**config.mk**
```make
export PLATFORM = sky130hd
export DESIGN_NAME = bus_arbiter_ctrl_flat
export DESIGN_NICKNAME = d
export VERILOG_FILES = /design/src/rtl/bus_arbiter_ctrl_if.sv /design/src/rtl/bus_arbiter_ctrl.sv /design/src/flat_wrapper.sv
export SDC_FILE = /design/constraint.sdc
export NUM_CORES = 1
export LEC_CHECK = 0
export BUFFER_PORTS_ARGS = -buffer_cell sky130_fd_sc_hd__buf_2
export CORE_MARGIN = 1.5
export CORE_UTILIZATION = 45
export CTS_CLUSTER_DIAMETER = 80
export DETAILED_ROUTE_END_ITERATION = 8
export HOLD_SLACK_MARGIN = 0.03
export PLACE_DENSITY = 0.74
export SLEW_MARGIN = 15
export SYNTH_ARGS = -nofsm -noshare
export SYNTH_HDL_FRONTEND = slang
export SYNTH_SLANG_ARGS = --single-unit
```
**constraint.sdc**
```tcl
create_clock -name clk -period 2.2 [get_ports clk]
set_input_delay 0.33 -clock clk [delete_from_list [all_inputs] [get_ports clk]]
set_output_delay 0.33 -clock clk [all_outputs]
set_load 0.05 [all_outputs]
```
**src/rtl/bus_arbiter_ctrl_if.sv**
```systemverilog
// Bus bundle between the two masters, the slave-side done strobe and the arbiter.
// master: request/valid/address/done drivers; slave: the arbiter's view.
interface bus_arbiter_ctrl_if;
  logic       m1_request;
  logic       m2_request;
  logic       m1_master_valid;
  logic       m2_master_valid;
  logic       m1_tx_address;
  logic       m2_tx_address;
  logic       trans_done;
  logic       m1_grant;
  logic       m2_grant;
  logic [1:0] master_grant;
  logic [2:0] slave_grant;
  logic       addr_error;
  logic       bus_timeout;

  modport master (
    output m1_request, m2_request,
    output m1_master_valid, m2_master_valid,
    output m1_tx_address, m2_tx_address,
    output trans_done,
    input  m1_grant, m2_grant, master_grant,
    input  slave_grant, addr_error, bus_timeout
  );

  modport slave (
    input  m1_request, m2_request,
    input  m1_master_valid, m2_master_valid,
    input  m1_tx_address, m2_tx_address,
    input  trans_done,
    output m1_grant, m2_grant, master_grant,
    output slave_grant, addr_error, bus_timeout
  );
endinterface

```
**src/rtl/bus_arbiter_ctrl.sv**
```systemverilog
// Round-robin arbiter for two serial-bus masters with slave-ID decode.
// Ports: clk, rstn (async active-low), bus (requests in, grants/pulses out).
module bus_arbiter_ctrl #(
  parameter int SLAVE_ID_W = 2,
  parameter int TIMEOUT    = 255
) (
  input logic              clk,
  input logic              rstn,
  bus_arbiter_ctrl_if.slave bus
);

  localparam int CW = $clog2(TIMEOUT + 1);
  localparam int BW = $clog2(SLAVE_ID_W + 1);

  typedef enum logic [1:0] {
    IDLE, ADDR, CONN, REL
  } state_t;

  state_t st_q, st_d;
  // owner / last: 0 = m1, 1 = m2
  logic own_q, own_d;
  logic last_q, last_d;
  logic [SLAVE_ID_W-1:0] id_q, id_d;
  logic [BW-1:0] bit_q, bit_d;
  logic [CW-1:0] to_q, to_d;
  logic m1g_q, m1g_d;
  logic m2g_q, m2g_d;
  logic [2:0] sg_q, sg_d;
  logic err_q, err_d;
  logic tmo_q, tmo_d;

  logic req, vld, adr, rel, hit;
  logic [SLAVE_ID_W-1:0] id_nx;
  logic [CW-1:0] to_inc;

  always_comb begin
    req = own_q ? bus.m2_request : bus.m1_request;
    vld = own_q ? bus.m2_master_valid
                : bus.m1_master_valid;
    adr = own_q ? bus.m2_tx_address
                : bus.m1_tx_address;
    id_nx = {id_q[SLAVE_ID_W-2:0], adr};
    // saturating stall counter
    to_inc = (to_q == CW'(TIMEOUT))
           ? to_q : to_q + 1'b1;
    hit = (to_inc == CW'(TIMEOUT));
  end

  always_comb begin
    st_d   = st_q;
    own_d  = own_q;
    last_d = last_q;
    id_d   = id_q;
    bit_d  = bit_q;
    to_d   = to_q;
    m1g_d  = m1g_q;
    m2g_d  = m2g_q;
    sg_d   = sg_q;
    err_d  = 1'b0;
    tmo_d  = 1'b0;
    rel    = 1'b0;
    unique case (st_q)
      IDLE: begin
        if (bus.m1_request || bus.m2_request) begin
          st_d = ADDR;
          // tie goes to whoever was not served last
          if (bus.m1_request && bus.m2_request)
            own_d = ~last_q;
          else
            own_d = bus.m2_request;
          m1g_d = ~own_d;
          m2g_d = own_d;
          id_d  = '0;
          bit_d = '0;
          to_d  = '0;
        end
      end
      ADDR: begin
        if (!req) begin
          rel = 1'b1;
        end else if (vld) begin
          id_d  = id_nx;
          bit_d = bit_q + 1'b1;
          to_d  = '0;
          if (bit_q == BW'(SLAVE_ID_W - 1)) begin
            if (id_nx == '0) begin
              rel   = 1'b1;
              err_d = 1'b1;
            end else begin
              st_d = CONN;
              sg_d = {id_nx, 1'b1};
            end
          end
        end else begin
          to_d = to_inc;
          if (hit) begin
            rel   = 1'b1;
            tmo_d = 1'b1;
          end
        end
      end
      CONN: begin
        if (bus.trans_done || !req) begin
          rel = 1'b1;
        end else begin
          to_d = to_inc;
          if (hit) begin
            rel   = 1'b1;
            tmo_d = 1'b1;
          end
        end
      end
      REL: begin
        st_d   = IDLE;
        last_d = own_q;
        id_d   = '0;
        bit_d  = '0;
        to_d   = '0;
      end
      default: st_d = IDLE;
    endcase
    if (rel) begin
      st_d  = REL;
      m1g_d = 1'b0;
      m2g_d = 1'b0;
      sg_d  = '0;
    end
  end

  always_ff @(posedge clk or negedge rstn) begin
    if (!rstn) begin
      st_q   <= IDLE;
      own_q  <= 1'b0;
      last_q <= 1'b1;
      id_q   <= '0;
      bit_q  <= '0;
      to_q   <= '0;
      m1g_q  <= 1'b0;
      m2g_q  <= 1'b0;
      sg_q   <= '0;
      err_q  <= 1'b0;
      tmo_q  <= 1'b0;
    end else begin
      st_q   <= st_d;
      own_q  <= own_d;
      last_q <= last_d;
      id_q   <= id_d;
      bit_q  <= bit_d;
      to_q   <= to_d;
      m1g_q  <= m1g_d;
      m2g_q  <= m2g_d;
      sg_q   <= sg_d;
      err_q  <= err_d;
      tmo_q  <= tmo_d;
    end
  end

  assign bus.m1_grant     = m1g_q;
  assign bus.m2_grant     = m2g_q;
  assign bus.master_grant = {m2g_q, m1g_q};
  assign bus.slave_grant  = sg_q;
  assign bus.addr_error   = err_q;
  assign bus.bus_timeout  = tmo_q;

endmodule

```
**src/flat_wrapper.sv**
```systemverilog
// flat-port wrapper written by rule: the top's interface ports become plain ports
module bus_arbiter_ctrl_flat 
#(
  parameter int SLAVE_ID_W = 2,
  parameter int TIMEOUT    = 255
)
  (clk, rstn, bus_m1_request, bus_m2_request, bus_m1_master_valid, bus_m2_master_valid, bus_m1_tx_address, bus_m2_tx_address, bus_trans_done, bus_m1_grant, bus_m2_grant, bus_master_grant, bus_slave_grant, bus_addr_error, bus_bus_timeout);
  bus_arbiter_ctrl_if bus_i ();
  input logic clk;
  input logic rstn;
  input wire logic [$bits(bus_i.m1_request)-1:0] bus_m1_request;
  input wire logic [$bits(bus_i.m2_request)-1:0] bus_m2_request;
  input wire logic [$bits(bus_i.m1_master_valid)-1:0] bus_m1_master_valid;
  input wire logic [$bits(bus_i.m2_master_valid)-1:0] bus_m2_master_valid;
  input wire logic [$bits(bus_i.m1_tx_address)-1:0] bus_m1_tx_address;
  input wire logic [$bits(bus_i.m2_tx_address)-1:0] bus_m2_tx_address;
  input wire logic [$bits(bus_i.trans_done)-1:0] bus_trans_done;
  output wire logic [$bits(bus_i.m1_grant)-1:0] bus_m1_grant;
  output wire logic [$bits(bus_i.m2_grant)-1:0] bus_m2_grant;
  output wire logic [$bits(bus_i.master_grant)-1:0] bus_master_grant;
  output wire logic [$bits(bus_i.slave_grant)-1:0] bus_slave_grant;
  output wire logic [$bits(bus_i.addr_error)-1:0] bus_addr_error;
  output wire logic [$bits(bus_i.bus_timeout)-1:0] bus_bus_timeout;
  assign bus_i.m1_request = bus_m1_request;
  assign bus_i.m2_request = bus_m2_request;
  assign bus_i.m1_master_valid = bus_m1_master_valid;
  assign bus_i.m2_master_valid = bus_m2_master_valid;
  assign bus_i.m1_tx_address = bus_m1_tx_address;
  assign bus_i.m2_tx_address = bus_m2_tx_address;
  assign bus_i.trans_done = bus_trans_done;
  assign bus_m1_grant = bus_i.m1_grant;
  assign bus_m2_grant = bus_i.m2_grant;
  assign bus_master_grant = bus_i.master_grant;
  assign bus_slave_grant = bus_i.slave_grant;
  assign bus_addr_error = bus_i.addr_error;
  assign bus_bus_timeout = bus_i.bus_timeout;
  bus_arbiter_ctrl #(.SLAVE_ID_W(SLAVE_ID_W), .TIMEOUT(TIMEOUT)) u_core (.clk(clk), .rstn(rstn), .bus(bus_i));
endmodule
```
# [After elaboration in Yosys (flattened, before gate mapping)]
# Cells that the tools add are included.
[classes] n_bitwise=2 eq_ne=16 reduce_logical=20 addsub=2 n_mux=52
[op_table] op="$mux W8" n=5
[op_table] op="$pmux W8 S4" n=1
[op_table] op="$mux W1" n=26
[op_table] op="$mux W2" n=9
[op_table] op="$mux W3" n=6
[op_table] op="$eq A8 B8 Y1 const B" n=2
[op_table] op="$ne A3 B1 Y1 const B" n=4
[op_table] op="$pmux W2 S3" n=2
[op_table] op="$reduce_bool A2 Y1" n=6
[op_table] op="$add A8 B1 Y8 const B" n=1
[op_table] op="$ne A2 B1 Y1 const B" n=4
[op_table] op="$reduce_and A6 Y1" n=1
[op_table] op="$reduce_and A5 Y1" n=1
[op_table] op="$eq A2 B1 Y1 const B" n=2
[op_table] op="$eq A2 B2 Y1 const B" n=2
[op_table] op="$logic_not A2 Y1" n=2
[op_table] op="$pmux W1 S2" n=2
[op_table] op="$reduce_and A2 Y1" n=2
[op_table] op="$reduce_and A4 Y1" n=1
[op_table] op="$reduce_bool A4 Y1" n=1
[op_table] op="$ne A3 B2 Y1 const B" n=1
[op_table] op="$pmux W1 S3" n=1
[op_table] op="$reduce_and A3 Y1" n=1
[op_table] op="$reduce_bool A3 Y1" n=1
[op_table] op="6 further kinds" n=8
[word_totals] input_bits=9 regBits=22

# [Depth between registers and ports, before layout]
[logic_depth] depth_word=9 depth_mapped=9

# [Worst setup path after synthesis]
# Ideal clock, no wire load.
[synth_path] path_kind="register -> register" start="reg u_core.st_q[1]" end="reg u_core.bit_q[0]" t_arrival_ns=1.694 stages_incl_launch_ff=9 slack_ns=0.378 path_buffers=1 setup_time_ns=0.128 cell_sequence="dfrtp_1 -> inv_1 -> ha_1 -> clkbuf_1 -> nand2b_1 -> a21oi_1 -> nor2_1 -> nand3b_1 -> mux2_1"
[synth_via] elab_chain_cells=3 elab_cells_between_ends=9
[synth_lines] item="start, declared" line_no="bus_arbiter_ctrl.sv:19" source="state_t st_q, st_d;"
[synth_lines] item="start signal, assigned" line_no="bus_arbiter_ctrl.sv:144" source="st_q <= st_d;"
[synth_lines] item="$eq A2 B1 Y1, or another cell as far along" line_no="bus_arbiter_ctrl.sv:62" source="unique case (st_q)"
[synth_lines] item="$ne A2 B1 Y1 (no source line) or $reduce_bool A3 Y1 (tied branches)"
[synth_lines] item="$reduce_and A4 Y1 (no source line)"
[synth_lines] item="end signal, assigned" line_no="bus_arbiter_ctrl.sv:148" source="bit_q <= bit_d;"
[synth_lines] item="end, declared" line_no="bus_arbiter_ctrl.sv:24" source="logic [BW-1:0] bit_q, bit_d;"
# Several ways; a longest one is shown, not always the timed one.
# A chain may end at the register's enable or synchronous reset.

# [Worst setup path after layout]
[layout_path] start="reg u_core.st_q[0]" end="reg u_core.bit_q[0]"
# The elaborated chain is that of the path after synthesis.

==> impl_metrics.env <==
export IMPL_path_clk_slew_ns=0.13
export IMPL_cts_made_buffers=3
export IMPL_synth_top_flop_cell="dfrtp_1"
export IMPL_insertion_delay_ns=0.32
export IMPL_crit_type="register to register"
export IMPL_fp_dieW_um=58.9
export IMPL_synth_edf_count=0
export IMPL_cts_sinks=22
export IMPL_ant_nets=0
export IMPL_fin_crit_ns=2.01
export IMPL_cap_violations=0
export IMPL_antenna_found_initial=0
export IMPL_die_area_um2=3470
export IMPL_synth_distinct_cells=43
export IMPL_slew_viol_final=0
export IMPL_io_pins=18
export IMPL_finalNetCount=188
export IMPL_multiInputGateArea_um2=774
export IMPL_grt_max_degree=23
export IMPL_pwr_density_cell_nw_per_um2=1190
export IMPL_syn_num_nets=173
export IMPL_drt_vias_per_instance=5.99
export IMPL_cp_arrival_ns=2.23
export IMPL_std_cell_rows=20
export IMPL_yosys_warnings=0
export IMPL_drive_gt1_frac=0.170
export IMPL_root_buffer="clkbuf_4"
export IMPL_cts_tree="built"
export IMPL_place_gp_congestion=0.873
export IMPL_grt_setup_unrepaired="no"
export IMPL_leakagePower_nw=0.716
export IMPL_dp_hpwl_um=2240
export IMPL_syn_area_um2=1410
export IMPL_ir_drop_mv=0.725
export IMPL_ys_ff_latch=22
export IMPL_cts_max_level=1
export IMPL_die_h_um=58.9
export IMPL_first_pass_iters=4
export IMPL_grt_pass1_vias=1170
export IMPL_routed_wl_um=3040
export IMPL_finalSetupTns_ns=0
export IMPL_final_common_cell="dfrtp_1"
export IMPL_worstMarginPinSlew_ns=0.489
export IMPL_worst_setup_path_start_kind="register"
export IMPL_post_drt_wl_per_cell_um=14.9
export IMPL_syn_area_per_cell_um2=8.97
export IMPL_initial_core_util=0.469
export IMPL_diodes=0
export IMPL_final_cell_mix="dfrtp_1 (21), buf_2 (17), nand2_1 (15), a21oi_1 (15), nor2_1 (12)"
export IMPL_grt_use_total=0.195
export IMPL_core_um2=3000
export IMPL_fin_area_um2=1530
export IMPL_crit_fanout=7
export IMPL_hold_viol=0
export IMPL_endpoint_kind="register"
export IMPL_first_iter_violations=36
export IMPL_post_cts_buffers=0
export IMPL_n_fill_cell=288
export IMPL_grt_pass1_wl_um=5120
export IMPL_grt_overflow=0
export IMPL_vias=1221
export IMPL_clock_path_buffers=2
export IMPL_drc=0
export IMPL_hp_class="input pin to register"
export IMPL_fin_skew_ns=0.0111
export IMPL_synthArstFlopShare=1.00
export IMPL_max_slew_margin_rel=0.674
export IMPL_setup_viol=0
export IMPL_synth_seq_area_share=0.392
export IMPL_regArea_um2=552
export IMPL_fin_crit_sh=0.915
export IMPL_area_delta_synth_final_pct=8.44
export IMPL_syn_inst=157
export IMPL_required_ns=2.42
export IMPL_portBuffers=17
export IMPL_status="finished, final reports clean"
export IMPL_placed_area_um2=1490
export IMPL_fmax_ghz=0.497
==> worst max-delay path, cell delays in order, from the launching register on <==
cell and delay, ns:
dfrtp_1 0.43, inv_1 0.10, ha_1 0.31, nand2b_1 0.11
a21oi_1 0.09, nor2_1 0.28, nand3b_1 0.23, mux2_1 0.36
==> layout make-up <==
type / count / area share
inverters: 8 / 0.0197
clock buffers: 4 / 0.0172
multi-input cells: 118 / 0.507
repair buffers: 19 / 0.0672
flip-flops and latches: 22 / 0.361
well taps: 33 / 0.0270
==> final timing paths <==
kind	start	endpoint	slack (ns)	depth (start not counted)
max	u_core.st_q[0]	u_core.bit_q[0]	0.19	7
min	bus_trans_done	u_core.bus.bus_timeout	0.32	3
max reg2reg	u_core.st_q[0]	u_core.bit_q[0]	0.19	7
min reg2reg	u_core.bus.slave_grant[2]	u_core.bus.slave_grant[2]	0.54	2
max in group asynchronous	rstn	u_core.last_q	1.32	2
min in group asynchronous	rstn	u_core.id_q[0]	0.51	2
==> routing by layer <==
metal | up-vias | GRT usage | routed length, um
met5 | - | 0 | 0
met1 | 586 | 0.249 | 1350
li1 | 592 | - | -
met4 | 0 | 0.0942 | 56
met3 | 5 | 0.0286 | 156
met2 | 38 | 0.322 | 1480
==> timing repair <==
action                                 4_1_cts  5_1_grt
gates resized for setup                      0        0
hold buffers                                 1        0
endpoints found under the hold margin       21        0
==> flip-flops by register name, summed over array words and instances (netlist names) <==
name,flops
u_core.bus.bus_timeout,1
u_core.bus.m2_grant,1
u_core.bus.slave_grant,3
u_core.last_q,1
u_core.own_q,1
u_core.bus.m1_grant,1
u_core.id_q,1
u_core.bus.addr_error,1
u_core.to_q,8
u_core.st_q,2
u_core.bit_q,2
==> power by group <==
part | total [W] | internal (W) | switching, W
clock | 0.000199 | 0.0000710 | 0.000128
sequential | 0.000608 | 0.000509 | 0.0000990
combinational | 0.00102 | 0.000379 | 0.000637
total | 0.00182 | 0.000959 | 0.000864
==> Yosys cell counts, types with 2 or more instances <==
cell type | instances | area [um2]
a21o_1 | 2 | 15.0
nand3_1 | 3 | 15.0
ha_1 | 7 | 87.6
a31oi_1 | 5 | 31.3
mux2_2 | 2 | 22.5
inv_1 | 8 | 30.0
a41oi_1 | 2 | 17.5
nor2b_1 | 3 | 18.8
dfrtp_1 | 21 | 526
nand4_1 | 2 | 12.5
buf_2 | 2 | 10.0
nor2_1 | 12 | 45.0
mux2i_1 | 7 | 70.1
o21ai_0 | 8 | 40.0
o211ai_1 | 2 | 15.0
clkbuf_1 | 4 | 15.0
nand2b_1 | 6 | 37.5
and2_1 | 3 | 18.8
nand2_1 | 15 | 56.3
a21oi_1 | 15 | 75.1
buf_4 | 2 | 15.0
and3_1 | 5 | 31.3
==> through the flow <==
step	power (W)	utilization	worst slack, ns	std cells	hold slack [ns]
floorplan	0.00143	-	0.378	157	0.0344
global placement	0.00158	0.496	0.260	199	0.310
detailed placement	0.00162	0.496	0.219	199	0.320
CTS	0.00182	0.508	0.214	204	0.311
global route	0.00195	0.508	0.0320	204	0.323
finish	0.00182	0.508	0.186	204	0.316
==> cell families (layout without fill, tap and decap cells) <==
logic type,Yosys count,count (layout),share of synthesized area
and+or+nand+nor,57,57,0.210
AOI/OAI and AO/OA,42,42,0.188
DFF,22,22,0.392
buffers and inverters,17,31,0.0578
muxes,11,11,0.0844
adders and majority gates,7,7,0.0622
xor gates and xnor gates,1,1,0.00622
Note: power is estimated with default switching activity, not from simulation.
